<file path="src/rtl/rot_filter.sv">
// Two-channel rotary encoder front end: synchronize and debounce A/B, then
// emit registered edge pulses and a sticky illegal-step flag once settled.

module rot_chan #(
  parameter int unsigned DEBOUNCE_CYCLES = 50000,
  parameter int unsigned CNT_W           = 16
) (
  input  logic clk,
  input  logic nrst,
  input  logic raw_i,
  output logic filt_o,
  output logic upd_o,
  output logic idle_o
);
  localparam logic [CNT_W-1:0] LAST = CNT_W'(DEBOUNCE_CYCLES - 1);

  logic [1:0]       sync_q;
  logic [CNT_W-1:0] cnt_q, cnt_d;
  logic             filt_q, filt_d;
  logic             diff;

  assign diff   = sync_q[1] ^ filt_q;
  assign filt_o = filt_q;
  assign idle_o = !diff && (cnt_q == '0);

  // Counter saturates at LAST by construction: reaching it while still
  // differing commits the new level and clears the count.
  always_comb begin
    cnt_d  = '0;
    filt_d = filt_q;
    upd_o  = 1'b0;
    if (diff) begin
      if (cnt_q == LAST) begin
        filt_d = sync_q[1];
        upd_o  = 1'b1;
      end else begin
        cnt_d = cnt_q + 1'b1;
      end
    end
  end

  always_ff @(posedge clk) begin
    if (nrst) begin
      sync_q <= '0;
      cnt_q  <= '0;
      filt_q <= 1'b0;
    end else begin
      sync_q <= {sync_q[0], raw_i};
      cnt_q  <= cnt_d;
      filt_q <= filt_d;
    end
  end
endmodule

module rot_filter #(
  parameter int unsigned DEBOUNCE_CYCLES = 50000,
  parameter int unsigned CNT_W           = 16
) (
  input  logic clk,
  input  logic nrst,
  input  logic rotA,
  input  logic rotB,
  input  logic err_clr,
  output logic enc_a,
  output logic enc_b,
  output logic a_edge,
  output logic b_edge,
  output logic rdy,
  output logic err
);
  localparam int NUM_LANES   = 2;
  localparam int SYNC_STAGES = 2;

  typedef enum logic {SETTLE, RUN} state_t;

  logic [NUM_LANES-1:0]   raw, filt, upd, idle;
  logic [NUM_LANES-1:0]   edge_q, edge_d;
  logic [SYNC_STAGES-1:0] vld_pipe_q;
  state_t                 state_q, state_d;
  logic                   err_q, err_d;

  assign raw = {rotB, rotA};

  rot_chan #(
    .DEBOUNCE_CYCLES(DEBOUNCE_CYCLES),
    .CNT_W          (CNT_W)
  ) u_chan [NUM_LANES-1:0] (
    .clk   (clk),
    .nrst  (nrst),
    .raw_i (raw),
    .filt_o(filt),
    .upd_o (upd),
    .idle_o(idle)
  );

  // The settle check waits until the synchronizers hold real pin samples,
  // otherwise the all-zero reset image would look settled on the first edge.
  always_comb begin
    state_d = state_q;
    if (state_q == SETTLE && vld_pipe_q[SYNC_STAGES-1] && (&idle))
      state_d = RUN;
  end

  always_comb begin
    edge_d = (state_q == RUN) ? upd : '0;
    err_d  = err_q;
    if (state_q == RUN && (&upd)) err_d = 1'b1;
    else if (err_clr)             err_d = 1'b0;
  end

  always_ff @(posedge clk) begin
    if (nrst) begin
      vld_pipe_q <= '0;
      state_q    <= SETTLE;
      edge_q     <= '0;
      err_q      <= 1'b0;
    end else begin
      vld_pipe_q <= {vld_pipe_q[SYNC_STAGES-2:0], 1'b1};
      state_q    <= state_d;
      edge_q     <= edge_d;
      err_q      <= err_d;
    end
  end

  assign enc_a  = filt[0];
  assign enc_b  = filt[1];
  assign a_edge = edge_q[0];
  assign b_edge = edge_q[1];
  assign err    = err_q;
  assign rdy    = (state_q == RUN);
endmodule

</file>
<file path="config.mk">
export PLATFORM = sky130hd
export DESIGN_NAME = rot_filter
export DESIGN_NICKNAME = d
export VERILOG_FILES = /design/src/rtl/rot_filter.sv
export SDC_FILE = /design/constraint.sdc
export NUM_CORES = 1
export LEC_CHECK = 0
export ABC_CLOCK_PERIOD_IN_PS = 2540
export CAP_MARGIN = 40
export CORE_MARGIN = 2
export CORE_UTILIZATION = 50
export DETAILED_ROUTE_END_ITERATION = 12
export PLACE_DENSITY_LB_ADDON = 0.3
export SYNTH_ARGS = -nofsm -noshare
export SYNTH_HDL_FRONTEND = slang
export SYNTH_SLANG_ARGS = --single-unit
</file>
<file path="constraint.sdc">
create_clock -name clk -period 2.54 [get_ports clk]
set_clock_uncertainty 0.1 [all_clocks]
set_input_delay 0.254 -clock clk [delete_from_list [all_inputs] [get_ports clk]]
set_output_delay 0.254 -clock clk [all_outputs]
set_load 0.03 [all_outputs]
</file>
==> results of run 1 <==
==> cells in the final DEF, fill, tap and decap left out, types with 3 or more instances in the layout <==
| cell | count |
|---|---|
| a21oi_1 | 4 |
| and2_1 | 3 |
| and4_1 | 6 |
| clkbuf_8 | 5 |
| clkdlybuf4s50_1 | 10 |
| dfxtp_1 | 44 |
| ha_1 | 4 |
| inv_1 | 8 |
| nand2_1 | 7 |
| nand3_1 | 16 |
| nand4_1 | 14 |
| nor2_1 | 37 |
| nor2b_1 | 5 |
| o21ai_0 | 4 |
| or3_1 | 5 |
| xnor2_1 | 7 |
| xor2_1 | 20 |
==> worst paths after layout <==
kind | endpoint | slack [ps] | cells after the start
max reg2reg | u_chan[1].cnt_q[13]$_SDFF_PP0_ | 430 | 4
min | vld_pipe_q[1]$_SDFF_PP0_ | 340 | 1
max | u_chan[1].cnt_q[13]$_SDFF_PP0_ | 430 | 4
min reg2reg | vld_pipe_q[1]$_SDFF_PP0_ | 340 | 1
==> stage by stage <==
stage	setup slack, ps	power, mW
after floorplan	716.3	0.7367
after global placement	496.4	0.7473
after detailed placement	454.8	0.7477
after CTS	427.9	1.359
after global routing	284.1	1.385
final	427.7	1.343
==> power groups by stage <==
stage	logic [mW]	registers [mW]	clock network (mW)
final	0.0318	0.699	0.612
after global placement	0.0319	0.715	0
after detailed placement	0.0320	0.716	0
after CTS	0.0323	0.699	0.627
after global routing	0.0353	0.700	0.650
after floorplan	0.0193	0.717	0
==> worst max-delay path, cell delays in order, from the launching register on <==
cell and delay, ps:
dfxtp_1 350, or4_4 560, nor4_4 350, or3_1 510, nor2_1 110
==> cell type report <==
class	count	share of cell area [%]
multi-input cells	152	44.48
flip-flops and latches	44	40.25
repair buffers	12	5.260
clock buffers	5	3.145
clock inverters	2	2.744
well taps	48	2.744
inverters	8	1.372
==> layer usage <==
layer	part of all wire [%]	track usage [%]
met1	51	22.12
met2	43	26.63
met3	4.3	5.743
met4	0.83	6.122
met5	0	0
==> registers in the layout (all words and copies together), names as in the netlist <==
| register | cells |
|---|---|
| rdy | 1 |
| edge_q | 2 |
| vld_pipe_q | 2 |
| u_chan.sync_q | 4 |
| err | 1 |
| u_chan.cnt_q | 32 |
| u_chan.filt_o | 2 |
==> cell families after synthesis <==
group           after synthesis  synth area share (%)
compound gates               11                 3.331
xor+xnor                     27                 12.11
fa+ha+maj                     4                 2.563
buf+inv                      18                 5.061
flops                        44                 45.10
mux                           1                0.5125
simple gates                109                 31.33
==> flow_metrics.py, run 1 <==
metrics = {
    "logic_synthesis": {
        "syn_inst": 214,
        "ys_seq_elements": 44,
        "yosys.area.top_type": "dfxtp_1",
        "synth_nets": 223,
        "synth-edff-count": 0,
        "synth_area_mm2": 0.001953,
        "synth_warnings": 0,
        "synth_ff_type": "dfxtp_1",
        "synth_area_leaders": "dfxtp_1, xor2_1, nor2_1",
        "yosys-top-cells-count": "dfxtp_1, nor2_1, xor2_1",
        "netlist.area_leader.share_pct": 45.10,
        "async_flop_share_pct": 0,
        "ys_seq_area_share_pct": 45.10,
        "synthDistinctLibCells": 34,
        "synthMostInstantiatedCell": "dfxtp_1",
        "synth.avg_cell_area_um2": 9.127,
    },
    "finish": {
        "final_cells": 271,
        "regArea_um2": 880.8,
        "fin_area_mm2": 0.002188,
        "antenna_cells": 0,
        "drive_above_1_share_pct": 7.175,
        "nFillCells": 343,
        "nets": 232,
        "area_growth_pct": 12.04,
        "multiInputGateArea_um2": 973.4,
        "utilization_pct": 58.89,
    },
    "sta": {
        "worst_pin_slew_ps": 538.8,
        "drv_slew": 0,
        "timing.hold.ws_ps": 342.1,
        "timing.fmax_mhz": 473.4,
        "setup_viol": 0,
        "finalSetupTns_ps": 0,
        "slew_headroom_pct": 64.08,
        "finalCritPeriodShare_pct": 83.16,
        "layout_min_cycle_time_ps": 2112,
        "final-hold-violation-count": 0,
        "rsz0062_at_grt": "false",
    },
    "clock_network": {
        "clock-root-buffer": "clkbuf_8",
        "clkSlewWorstSetupHoldPaths_ps": 80,
        "holdBufCountCts": 0,
        "clock_latency_ps": 290,
        "cts_tree": "built",
        "cts_setup_buffers": 0,
        "cts_resized": 0,
        "numCtsBuffers": 5,
        "h-tree-depth": 2,
        "cts.sinks": 44,
        "clk_path_buf_depth": 2,
    },
    "place": {
        "place.detailed.hpwl_um": 2264,
        "dp.cells": 264,
        "place_congestion": 0.8459,
        "placed_area_mm2": 0.002059,
        "portBuffers": 10,
    },
    "critical_path": {
        "startpoint": "u_chan[1].cnt_q[10]$_SDFF_PP0_",
        "cp-end-kind": "flop",
        "cp-start-kind": "flop",
        "cp.required_ps": 2600,
        "path_class": "flop to flop",
        "cp_max_fo": 16,
        "r2r-start": "u_chan[1].cnt_q[10]$_SDFF_PP0_",
        "arrival_ps": 2170,
    },
    "power_and_ir_drop": {
        "powerDensity_mw_per_mm2": 613.6,
        "pwr-share-clk_pct": 45.6,
        "switchingPower_uw": 243.4,
        "internal-power_mw": 1.099,
        "switching_share_pct": 18.13,
        "seqPwrFrac_pct": 52.1,
        "ir_drop_uv": 393.8,
        "leakage_nw": 0.7456,
        "combPwrFrac_pct": 2.4,
    },
    "job": {
        "maxCapViolCount": 0,
    },
    "routing": {
        "viasPerCell": 5.310,
        "routed-via-count": 1439,
        "drtIter0Drc": 76,
        "totalWireLength_um": 3256,
        "routedWlPerCell_um": 12.01,
        "final_antenna_net_count": 0,
        "drc_errors": 0,
        "dr.pass1.iters": 4,
    },
    "global_routing": {
        "grt_pass1_wl_um": 5720,
        "antenna_found_initial": 0,
        "grt_pass1_vias": 1328,
        "grt_use_total_pct": 17.14,
        "grt_max_degree": 17,
        "grt_overflow": 0,
    },
    "floorplan": {
        "die_h_um": 66.50,
        "die_w_um": 66.50,
        "dieArea_mm2": 0.004422,
        "row_count": 22,
        "start_util_pct": 52.56,
        "io_pins": 11,
        "core-area_mm2": 0.003716,
    },
    "min_path": {
        "hold_path.startpoint": "vld_pipe_q[0]$_DFF_P_",
        "min_path_type": "flop to flop",
    },
    "outcome": {
        "status": "completed",
    },
}
(Power assumes the default switching activity.)
==> inputs of run 2 (changes only) <==
- ABC_CLOCK_PERIOD_IN_PS: 2540 -> 2100
- clock period: 2.54 -> 2.1 ns (I/O delays scaled with it)
==> run 2 against run 1 <==
Net effect: flip-flop and latch count did not move; largest cell class unchanged; sequential power rose by 21%; largest power group unchanged; clock power rose by 3.6%; hold slack improved by 0.83 ps; combinational power rose by 24%; worst setup slack got worse by 220 ps; non-clock buffer count rose by 3; register-to-register slack got worse by 220 ps; via count rose by 1.7%; first-iteration DRC count rose by 30%; total power rose by 13%; core utilization barely moved.
==> flow_metrics.py, run 2 (synthesized netlist as in run 1, its figures left out) <==
metrics = {
    "outcome": {
        "status": "completed",
    },
    "critical_path": {
        "cp.required_ps": 2190,
        "cp.buffers_inverters": 1,
        "slowest_stage": "or4_4",
        "cp-end-kind": "flop",
        "arrival_ps": 1980,
        "cp_max_fo": 16,
        "crit_family": "simple AND/OR/NAND/NOR gates",
        "cp-start-kind": "flop",
        "startpoint": "u_chan[1].cnt_q[10]$_SDFF_PP0_",
        "max_stage_delay_ps": 570,
        "r2r-start": "u_chan[1].cnt_q[10]$_SDFF_PP0_",
        "crit_chain": "or4_4 -> nor4_4 -> or3_1 -> buf_4 -> nor2_1",
        "path_class": "flop to flop",
    },
    "global_routing": {
        "grt_use_total_pct": 17.65,
        "grt_pass1_wl_um": 5968,
        "antenna_found_initial": 0,
        "grt_max_degree": 17,
        "grt_pass1_vias": 1386,
        "grt_overflow": 0,
    },
    "power_and_ir_drop": {
        "leakage_nw": 0.7504,
        "ir_drop_uv": 607.6,
        "power.total_mw": 1.519,
        "powerDensity_mw_per_mm2": 693.7,
    },
    "sta": {
        "setup_viol": 0,
        "final-hold-violation-count": 0,
        "slew_headroom_pct": 77.83,
        "finalCritPeriodShare_pct": 90.18,
        "timing.fmax_mhz": 528.0,
        "rsz0062_at_grt": "false",
        "layout_min_cycle_time_ps": 1894,
        "worst_pin_slew_ps": 330.0,
        "fin_ws_ps": 206.2,
        "drv_slew": 0,
        "timing.hold.ws_ps": 342.9,
        "finalSetupTns_ps": 0,
    },
    "floorplan": {
        "die_w_um": 66.50,
        "start_util_pct": 52.56,
        "row_count": 22,
        "core-area_mm2": 0.003716,
        "dieArea_mm2": 0.004422,
        "die_h_um": 66.50,
        "io_pins": 11,
    },
    "routing": {
        "totalWireLength_um": 3368,
        "routedWlPerCell_um": 12.25,
        "drtIter0Drc": 99,
        "dr.pass1.iters": 4,
        "routed-via-count": 1464,
        "final_antenna_net_count": 0,
        "drc_errors": 0,
        "viasPerCell": 5.324,
    },
    "finish": {
        "layout.cells.most_common_list": "dfxtp_1, nor2_1, xor2_1",
        "fin_area_mm2": 0.002190,
        "final_cells": 275,
        "nets": 235,
        "reg.largest.list": "u_chan.cnt_q x32, u_chan.sync_q x4",
        "antenna_cells": 0,
        "final_common_cell": "dfxtp_1",
        "top_register": "u_chan.cnt_q",
        "drive_above_1_share_pct": 8.370,
        "utilization_pct": 58.92,
        "area_growth_pct": 12.11,
        "largest_register_ffs": 32,
    },
    "job": {
        "maxCapViolCount": 0,
    },
    "place": {
        "portBuffers": 10,
        "dp.cells": 267,
        "placed_area_mm2": 0.002082,
        "place.detailed.hpwl_um": 2359,
        "place_congestion": 0.8706,
        "dpl_worst_slack_ps": 219.7,
    },
    "clock_network": {
        "clock_latency_ps": 290,
        "h-tree-depth": 2,
        "holdBufCountCts": 0,
        "numCtsBuffers": 5,
        "cts_resized": 0,
        "cts_setup_buffers": 0,
        "cts_tree": "built",
        "clock-root-buffer": "clkbuf_8",
        "clkSlewWorstSetupHoldPaths_ps": 80,
        "cts.sinks": 44,
        "clk_path_buf_depth": 2,
    },
    "min_path": {
        "hold_path.startpoint": "u_chan[0].sync_q[0]$_SDFF_PP0_",
        "min_path_type": "flop to flop",
    },
}
==> run 2: cell count changes in the layout (fill, tap and decap cells not counted) <==
| cell | change |
|---|---|
| buf_4 | +3 |
| clkbuf_1 | +1 |
| clkinv_2 | +1 |
| bufinv_16 | -1 |
==> run 2: layout make-up <==
class | count | area [um2]
clock inverter | 2 | 35.03
multi-input combinational | 152 | 973.4
inverter | 8 | 30.03
sequential | 44 | 880.8
clock buffer | 6 | 72.57
fill | 336 | 1526
timing repair buffer | 15 | 137.6
tap | 48 | 60.06
==> run 2: power by group <==
part	switching, mW	total (mW)	internal [mW]
registers	0.00401	0.846	0.842
clock network	0.280	0.634	0.353
logic	0.0189	0.0394	0.0205
==> run 2: path summary, 6_finish.rpt <==
path / cells after the start / slack [ps] / end
max: 5 / 210 / u_chan[1].cnt_q[6]$_SDFF_PP0_
min: 1 / 340 / u_chan[0].sync_q[1]$_SDFF_PP0_
min reg2reg: 1 / 340 / u_chan[0].sync_q[1]$_SDFF_PP0_
max reg2reg: 5 / 210 / u_chan[1].cnt_q[6]$_SDFF_PP0_
==> run 2: routing by layer <==
layer / up-vias / global-route usage [%] / wire length, um
met5: - / 0 / 0
met4: 0 / 8.163 / 60
met3: 9 / 5.743 / 142
met2: 25 / 26.25 / 1431
met1: 673 / 23.08 / 1734
li1: 757 / - / -
==> inputs of run 3 (changes only) <==
- GPL_ROUTABILITY_DRIVEN: not set -> 0
==> results of run 3 <==
Final layout, timing and power as in run 2 (identical DEF).
